--- src/rtl/reaction_timer_multi.sv ---
// -----------------------------------------------------------------------------
// reaction_timer_multi
//
// Multi-player reaction timer. A round starts from IDLE/DONE on a start pulse,
// waits a pseudo-random armed delay (MIN_DELAY + masked LFSR, in ticks), then
// raises go and measures each player's reaction in ticks. Presses during ARM
// are fouls. The GO phase ends when every player has a result or when elapsed
// reaches TIMEOUT. The first valid press cycle decides winner/tie, and the best
// winning time is kept across rounds until reset.
//
// Ports:
//   clk        system clock
//   clear      asynchronous active-low reset
//   start      round request, asynchronous to clk
//   press      player buttons [PLAYERS], asynchronous to clk
//   go         high during the GO phase
//   state      0=IDLE 1=ARM 2=GO 3=DONE
//   result     per-player reaction time, player p at [p*TIME_W +: TIME_W]
//   done       player has a final result this round
//   foul       player pressed during ARM
//   winner     one-hot fastest valid player
//   win_valid  winner is meaningful
//   tie        several players pressed on the winning cycle
//   best       fastest winning time since reset (all-ones = none yet)
// -----------------------------------------------------------------------------
module reaction_timer_multi #(
    parameter int unsigned PLAYERS    = 2,
    parameter int unsigned TICK_DIV   = 50000,
    parameter int unsigned TIME_W     = 10,
    parameter int unsigned TIMEOUT    = 999,
    parameter int unsigned MIN_DELAY  = 1000,
    parameter logic [15:0] DELAY_MASK = 16'h0FFF
) (
    input  logic                      clk,
    input  logic                      clear,
    input  logic                      start,
    input  logic [PLAYERS-1:0]        press,
    output logic                      go,
    output logic [1:0]                state,
    output logic [PLAYERS*TIME_W-1:0] result,
    output logic [PLAYERS-1:0]        done,
    output logic [PLAYERS-1:0]        foul,
    output logic [PLAYERS-1:0]        winner,
    output logic                      win_valid,
    output logic                      tie,
    output logic [TIME_W-1:0]         best
);

    localparam int unsigned PRE_W = (TICK_DIV > 1) ? $clog2(TICK_DIV) : 1;
    localparam int unsigned DLY_W = 17;

    typedef enum logic [1:0] {
        ST_IDLE = 2'd0,
        ST_ARM  = 2'd1,
        ST_GO   = 2'd2,
        ST_DONE = 2'd3
    } state_t;

    // Lowest set bit of a press vector (lowest-index player wins ties).
    function automatic logic [PLAYERS-1:0] f_lowest_one(input logic [PLAYERS-1:0] v);
        return v & (~v + PLAYERS'(1));
    endfunction

    // True when two or more bits of the vector are set.
    function automatic logic f_multi_hot(input logic [PLAYERS-1:0] v);
        return |(v & (v - PLAYERS'(1)));
    endfunction

    state_t                    r_state;
    logic                      r_go;
    logic [PLAYERS*TIME_W-1:0] r_result;
    logic [PLAYERS-1:0]        r_done;
    logic [PLAYERS-1:0]        r_foul;
    logic [PLAYERS-1:0]        r_winner;
    logic                      r_win_valid;
    logic                      r_tie;
    logic [TIME_W-1:0]         r_best;
    logic [TIME_W-1:0]         r_win_time;
    logic [TIME_W-1:0]         r_elapsed;
    logic [DLY_W-1:0]          r_delay;
    logic [PRE_W-1:0]          r_pre;
    logic [15:0]               r_lfsr;

    logic                      r_start_meta;
    logic                      r_start_sync;
    logic                      r_start_prev;
    logic [PLAYERS-1:0]        r_press_meta;
    logic [PLAYERS-1:0]        r_press_sync;
    logic [PLAYERS-1:0]        r_press_prev;

    logic                      w_start_pulse;
    logic [PLAYERS-1:0]        w_press_pulse;
    logic [PLAYERS-1:0]        w_press_valid;
    logic [PLAYERS-1:0]        w_done_next;
    logic                      w_all_done;
    logic                      w_tick;
    logic                      w_timeout;
    logic                      w_first;
    logic                      w_win_valid_n;
    logic [TIME_W-1:0]         w_win_time_n;
    logic                      w_lfsr_fb;

    assign go        = r_go;
    assign state     = r_state;
    assign result    = r_result;
    assign done      = r_done;
    assign foul      = r_foul;
    assign winner    = r_winner;
    assign win_valid = r_win_valid;
    assign tie       = r_tie;
    assign best      = r_best;

    // Rising edges of the synchronised inputs; a held input gives one pulse.
    assign w_start_pulse = r_start_sync & ~r_start_prev;
    assign w_press_pulse = r_press_sync & ~r_press_prev;

    // Only players without a final result can register a press.
    assign w_press_valid = w_press_pulse & ~r_done;
    assign w_done_next   = r_done | w_press_valid;
    assign w_all_done    = &w_done_next;

    assign w_tick    = (r_pre == PRE_W'(TICK_DIV - 1));
    // The tick that would move elapsed onto TIMEOUT ends the GO phase.
    assign w_timeout = w_tick && (r_elapsed == TIME_W'(TIMEOUT - 1));

    // Winner bookkeeping as it will stand after this cycle; used for best.
    assign w_first       = (|w_press_valid) & ~r_win_valid;
    assign w_win_valid_n = r_win_valid | w_first;
    assign w_win_time_n  = w_first ? r_elapsed : r_win_time;

    assign w_lfsr_fb = r_lfsr[15] ^ r_lfsr[13] ^ r_lfsr[12] ^ r_lfsr[10];

    // Two-flop synchronisers plus previous-value flops for edge detection.
    always_ff @(posedge clk or negedge clear) begin
        if (!clear) begin
            r_start_meta <= 1'b0;
            r_start_sync <= 1'b0;
            r_start_prev <= 1'b0;
            r_press_meta <= '0;
            r_press_sync <= '0;
            r_press_prev <= '0;
        end else begin
            r_start_meta <= start;
            r_start_sync <= r_start_meta;
            r_start_prev <= r_start_sync;
            r_press_meta <= press;
            r_press_sync <= r_press_meta;
            r_press_prev <= r_press_sync;
        end
    end

    // Free-running 16-bit Fibonacci LFSR (taps 16,14,13,11).
    always_ff @(posedge clk or negedge clear) begin
        if (!clear) begin
            r_lfsr <= 16'hACE1;
        end else begin
            r_lfsr <= {r_lfsr[14:0], w_lfsr_fb};
        end
    end

    // Round FSM with tick prescaler, delay/elapsed counters and result capture.
    always_ff @(posedge clk or negedge clear) begin
        if (!clear) begin
            r_state     <= ST_IDLE;
            r_go        <= 1'b0;
            r_result    <= '0;
            r_done      <= '0;
            r_foul      <= '0;
            r_winner    <= '0;
            r_win_valid <= 1'b0;
            r_tie       <= 1'b0;
            r_best      <= '1;
            r_win_time  <= '0;
            r_elapsed   <= '0;
            r_delay     <= '0;
            r_pre       <= '0;
        end else begin
            // Prescaler wraps on its own; ARM/GO entry below restarts it.
            if (w_tick) begin
                r_pre <= '0;
            end else begin
                r_pre <= r_pre + PRE_W'(1);
            end

            case (r_state)
                ST_IDLE, ST_DONE: begin
                    if (w_start_pulse) begin
                        r_state     <= ST_ARM;
                        r_pre       <= '0;
                        r_delay     <= DLY_W'(MIN_DELAY) + DLY_W'(r_lfsr & DELAY_MASK);
                        r_result    <= '0;
                        r_done      <= '0;
                        r_foul      <= '0;
                        r_winner    <= '0;
                        r_win_valid <= 1'b0;
                        r_tie       <= 1'b0;
                    end else begin
                        r_state <= r_state;
                    end
                end

                ST_ARM: begin
                    for (int p = 0; p < PLAYERS; p++) begin
                        if (w_press_valid[p]) begin
                            r_result[p*TIME_W +: TIME_W] <= '1;
                        end else begin
                            r_result[p*TIME_W +: TIME_W] <= r_result[p*TIME_W +: TIME_W];
                        end
                    end
                    r_foul <= r_foul | w_press_valid;
                    r_done <= w_done_next;
                    // Everyone fouled: the round ends without go ever rising.
                    if (w_all_done) begin
                        r_state <= ST_DONE;
                    end else if (w_tick) begin
                        if (r_delay == DLY_W'(1)) begin
                            r_state   <= ST_GO;
                            r_go      <= 1'b1;
                            r_elapsed <= '0;
                            r_pre     <= '0;
                        end else begin
                            r_delay <= r_delay - DLY_W'(1);
                        end
                    end else begin
                        r_state <= ST_ARM;
                    end
                end

                ST_GO: begin
                    // Presses capture the pre-increment elapsed value.
                    for (int p = 0; p < PLAYERS; p++) begin
                        if (w_press_valid[p]) begin
                            r_result[p*TIME_W +: TIME_W] <= r_elapsed;
                        end else if (w_timeout && !r_done[p]) begin
                            r_result[p*TIME_W +: TIME_W] <= TIME_W'(TIMEOUT);
                        end else begin
                            r_result[p*TIME_W +: TIME_W] <= r_result[p*TIME_W +: TIME_W];
                        end
                    end
                    if (w_tick) begin
                        r_elapsed <= r_elapsed + TIME_W'(1);
                    end else begin
                        r_elapsed <= r_elapsed;
                    end
                    if (w_first) begin
                        r_winner    <= f_lowest_one(w_press_valid);
                        r_win_valid <= 1'b1;
                        r_tie       <= f_multi_hot(w_press_valid);
                        r_win_time  <= r_elapsed;
                    end else begin
                        r_win_time  <= r_win_time;
                    end
                    if (w_all_done || w_timeout) begin
                        r_state <= ST_DONE;
                        r_go    <= 1'b0;
                        r_done  <= w_timeout ? '1 : w_done_next;
                        if (w_win_valid_n && (w_win_time_n < r_best)) begin
                            r_best <= w_win_time_n;
                        end else begin
                            r_best <= r_best;
                        end
                    end else begin
                        r_done <= w_done_next;
                    end
                end

                default: begin
                    r_state <= ST_IDLE;
                    r_go    <= 1'b0;
                end
            endcase
        end
    end

endmodule

--- config.mk ---
export PLATFORM = sky130hd
export DESIGN_NAME = reaction_timer_multi
export DESIGN_NICKNAME = d
export VERILOG_FILES = /design/src/rtl/reaction_timer_multi.sv
export SDC_FILE = /design/constraint.sdc
export NUM_CORES = 1
export LEC_CHECK = 0
export BUFFER_PORTS_ARGS = -buffer_cell sky130_fd_sc_hd__buf_2
export CAP_MARGIN = 10
export CELL_PAD_IN_SITES_DETAIL_PLACEMENT = 2
export CELL_PAD_IN_SITES_GLOBAL_PLACEMENT = 2
export CORE_AREA = 2 2 125 127
export DETAILED_ROUTE_END_ITERATION = 6
export DIE_AREA = 0 0 127 129
export PLACE_DENSITY = 0.77
export SLEW_MARGIN = 20
export SYNTH_ARGS = -nofsm -noshare
export SYNTH_HDL_FRONTEND = slang
export SYNTH_SLANG_ARGS = --single-unit
--- constraint.sdc ---
create_clock -name clk -period 3.92 [get_ports clk]
set_input_delay 0.196 -clock clk [delete_from_list [all_inputs] [get_ports clk]]
set_output_delay 0.196 -clock clk [all_outputs]
set_load 0.03 [all_outputs]
==> impl_results.md <==
- Status: finished clean
- Final Net Count: 631
- Synth Cell Area: 5900 µm²
- Commonest cells after routing, fill and taps aside: 101 x dfrtp_1, 73 x nor2_1, 44 x buf_2, 43 x nand2_1, 25 x a21oi_1
- Rows: 45
- Setup_tns: 0 ns
- Max-Cap Viols: 0
- Total leakage power: 3.13 nW
- Post-Syn Instances: 559
- RSZ-0062 raised after global routing: no
- Main flop type after synthesis: dfrtp_1
- I/O pins: 46
- Antenna violations before repair: 0
- Slew HR: 0.455
- Largest net degree at the start of global routing: 61
- FMAX: 0.274 GHz
- Final antenna-violating net count: 0
- Sequential share of the synthesized area: 0.508
- Synth warn: 0
- Slew Viols, Final: 0
- # port buffers: 45
- Critical R2R Capture: best[2]
- Syn_nets: 581
- # diodes: 0
- First-pass GRT wire length: 28900 µm
- Wirelength per Cell: 21.5 µm
- Pwr dens: 659 nW/µm²
- Slew of the pin with the lowest slew margin: 0.817 ns
- H-tree depth: 4
- DR DRC count: 0
- Area growth from synthesis to layout: 17.4%
- Vias in the first global route: 5237
- Routed WL: 17400 µm
- Ranking of synthesized cells by area: dfrtp_1 43%, dfstp_2 8.0%, nor2_1 4.6%
- Via count: 4532
- Setup Skew: 0.00636 ns
- Worst reg-to-reg setup slack: 0.27 ns
- Hold buffers post-CTS: 4
- CP Class: register to register
- Postcts setup bufs: 0
- CTS tree: built
- Fraction of layout cells with a size suffix above 1: 0.230
- Startpoint types: register
- Die X: 127 µm
- Drt pass-1 iters: 4
- HP Class: register to register
- Clk root buf: clkbuf_16
- FF+latch count, synth: 119
- Most common cell after layout, fill and taps aside: dfrtp_1
- GRT Resource Usage Total: 0.229
- Die Ht: 129 µm
- CP arrival: 3.99 ns
- VDD IR-drop max: 0.000339 V
- Hold depth: 0
- CTS resizes: 0
- Reg2reg path depth: 10
- Synth Area per Inst: 10.6 µm²
- Final Cycle Share: 0.932
- Final Core Density: 0.463
- Final-report setup violation count: 0
- Metal3 WL: 283 µm
- WHS Endpoint: r_start_sync
- Full die area: 16400 µm²
- CTS Sinks: 119
- Filler cells: 1549
- Number of flops mapped to enable cells by yosys: 0
- Worst setup EP type: register
- Tmin final: 3.65 ns
- Share of the synthesized area in the top cell type: 0.428
- Initial drt markers: 157
- Clk buf depth: 2
- Worst hold start: r_start_meta
- Initial core utilization: 0.394
- Placeable Area: 15000 µm²
- Vias per inst: 5.60
- Met2 Wirelength: 9490 µm
- Final Hold Fails: 0
- Number of CTS-inserted buffers: 17
- Crit path required time: 4.26 ns
- HPWL Detailed: 11800 µm
- Top Layer Used: met4
- Worst R2R Start: done[1]
- Ys async rst share: 1.00
- Worst-path clk slew: 0.06 ns
- Clk Latency, worst-skew pair: 0.42 ns
- Synth unique cells: 66
- Critical path fanouts, max: 14
- Met1 WL: 7380 µm
- Grt ovf: 0
- Post-synth top area cell: dfrtp_1
- Gpl congestion: 0.821
==> through the flow <==
step                      cells  total power, mW  hold slack (ns)  cell area (µm²)  setup WS, ns
after CTS                   810             4.63            0.353             6930         0.273
after floorplan             559             2.58          -0.0996             5900         0.382
after global routing        810             4.83            0.358             6930        0.0769
after global placement      774             2.99            0.304             6310         0.500
final                       810             4.57            0.350             6930         0.268
after detailed placement    774             3.06            0.307             6310         0.394
==> cells by family (layout without fill, tap and decap cells) <==
family / Yosys count / after routing / synth area share
AOI/OAI and AO/OA: 109 / 109 / 0.128
xor gates and xnor gates: 34 / 34 / 0.0504
and+or+nand+nor: 204 / 204 / 0.179
buffers and inverters: 43 / 106 / 0.0299
DFF: 119 / 119 / 0.508
muxes: 33 / 33 / 0.0685
adders and majority gates: 17 / 17 / 0.0360
==> metal layers <==
metal / vias to the layer above / track usage
li1: 2106 / -
met1: 2354 / 0.269
met2: 48 / 0.423
met3: 24 / 0.0412
met4: 0 / 0.0782
met5: - / 0
==> registers in the layout (all words and copies together), names as in the netlist, 2 cells and up <==
name / cells
result: 20
foul: 2
r_pre: 16
done: 2
r_win_time: 10
r_press_prev: 2
winner: 2
r_press_sync: 2
best: 10
r_elapsed: 10
state: 2
r_delay: 17
r_press_meta: 2
r_lfsr: 16
==> worst max-delay path, cell delays in order, from the launching register on <==
cell and delay, ns:
dfrtp_1 0.44, nor3b_2 0.25, o21ba_2 0.44, mux2_2 0.41, ha_1 0.30, a211oi_1 0.21, nor2_1 0.10, nor2_1 0.12
o21ai_0 0.13, or4_1 0.75, mux2_4 0.42
==> Yosys cell counts, types with 3 or more instances <==
cell and n:
dfrtp_1 101, nor2_1 73, nand2_1 43, a21oi_1 25
inv_1 20, xnor2_1 20, mux2_2 19, dfstp_2 18
ha_1 17, nand3_1 17, o21ai_0 17, o2bb2ai_1 17
nor3_1 16, clkbuf_1 15, xor2_1 14, mux2_4 10
nand4_1 8, o21ai_1 7, o31ai_1 6, and3_1 5
nand2b_1 5, nor4_1 5, or3_1 5, a21o_1 4
a22o_1 4, mux2i_1 4, nor2b_1 4, or4_1 4
a211oi_1 3, a22oi_1 3, buf_1 3, o211ai_1 3
o311ai_1 3
==> layout make-up <==
class,instances,area (µm²),area share
clock inverters,10,103,0.0148
clock buffers,22,474,0.0684
repair buffers,54,318,0.0458
multi-input cells,397,2730,0.393
well taps,188,235,0.0339
flip-flops and latches,119,3000,0.433
inverters,20,75.1,0.0108
==> worst max path at each step <==
stage / cells past startpoint / start / to / slack, ns
5_1_grt: 10 / done[1] / best[2] / 0.08
6_report: 10 / done[1] / best[2] / 0.27
2_1_floorplan: 11 / done[0] / best[0] / 0.38
4_1_cts: 10 / done[1] / best[2] / 0.27
3_5_place_dp: 9 / done[1] / best[9] / 0.39
3_3_place_gp: 10 / done[1] / best[3] / 0.50
==> report_power, final <==
group	internal, mW	switching, mW
clock network	0.976	0.554
logic	0.427	0.989
registers	1.44	0.177
(Power assumes the default switching activity.)
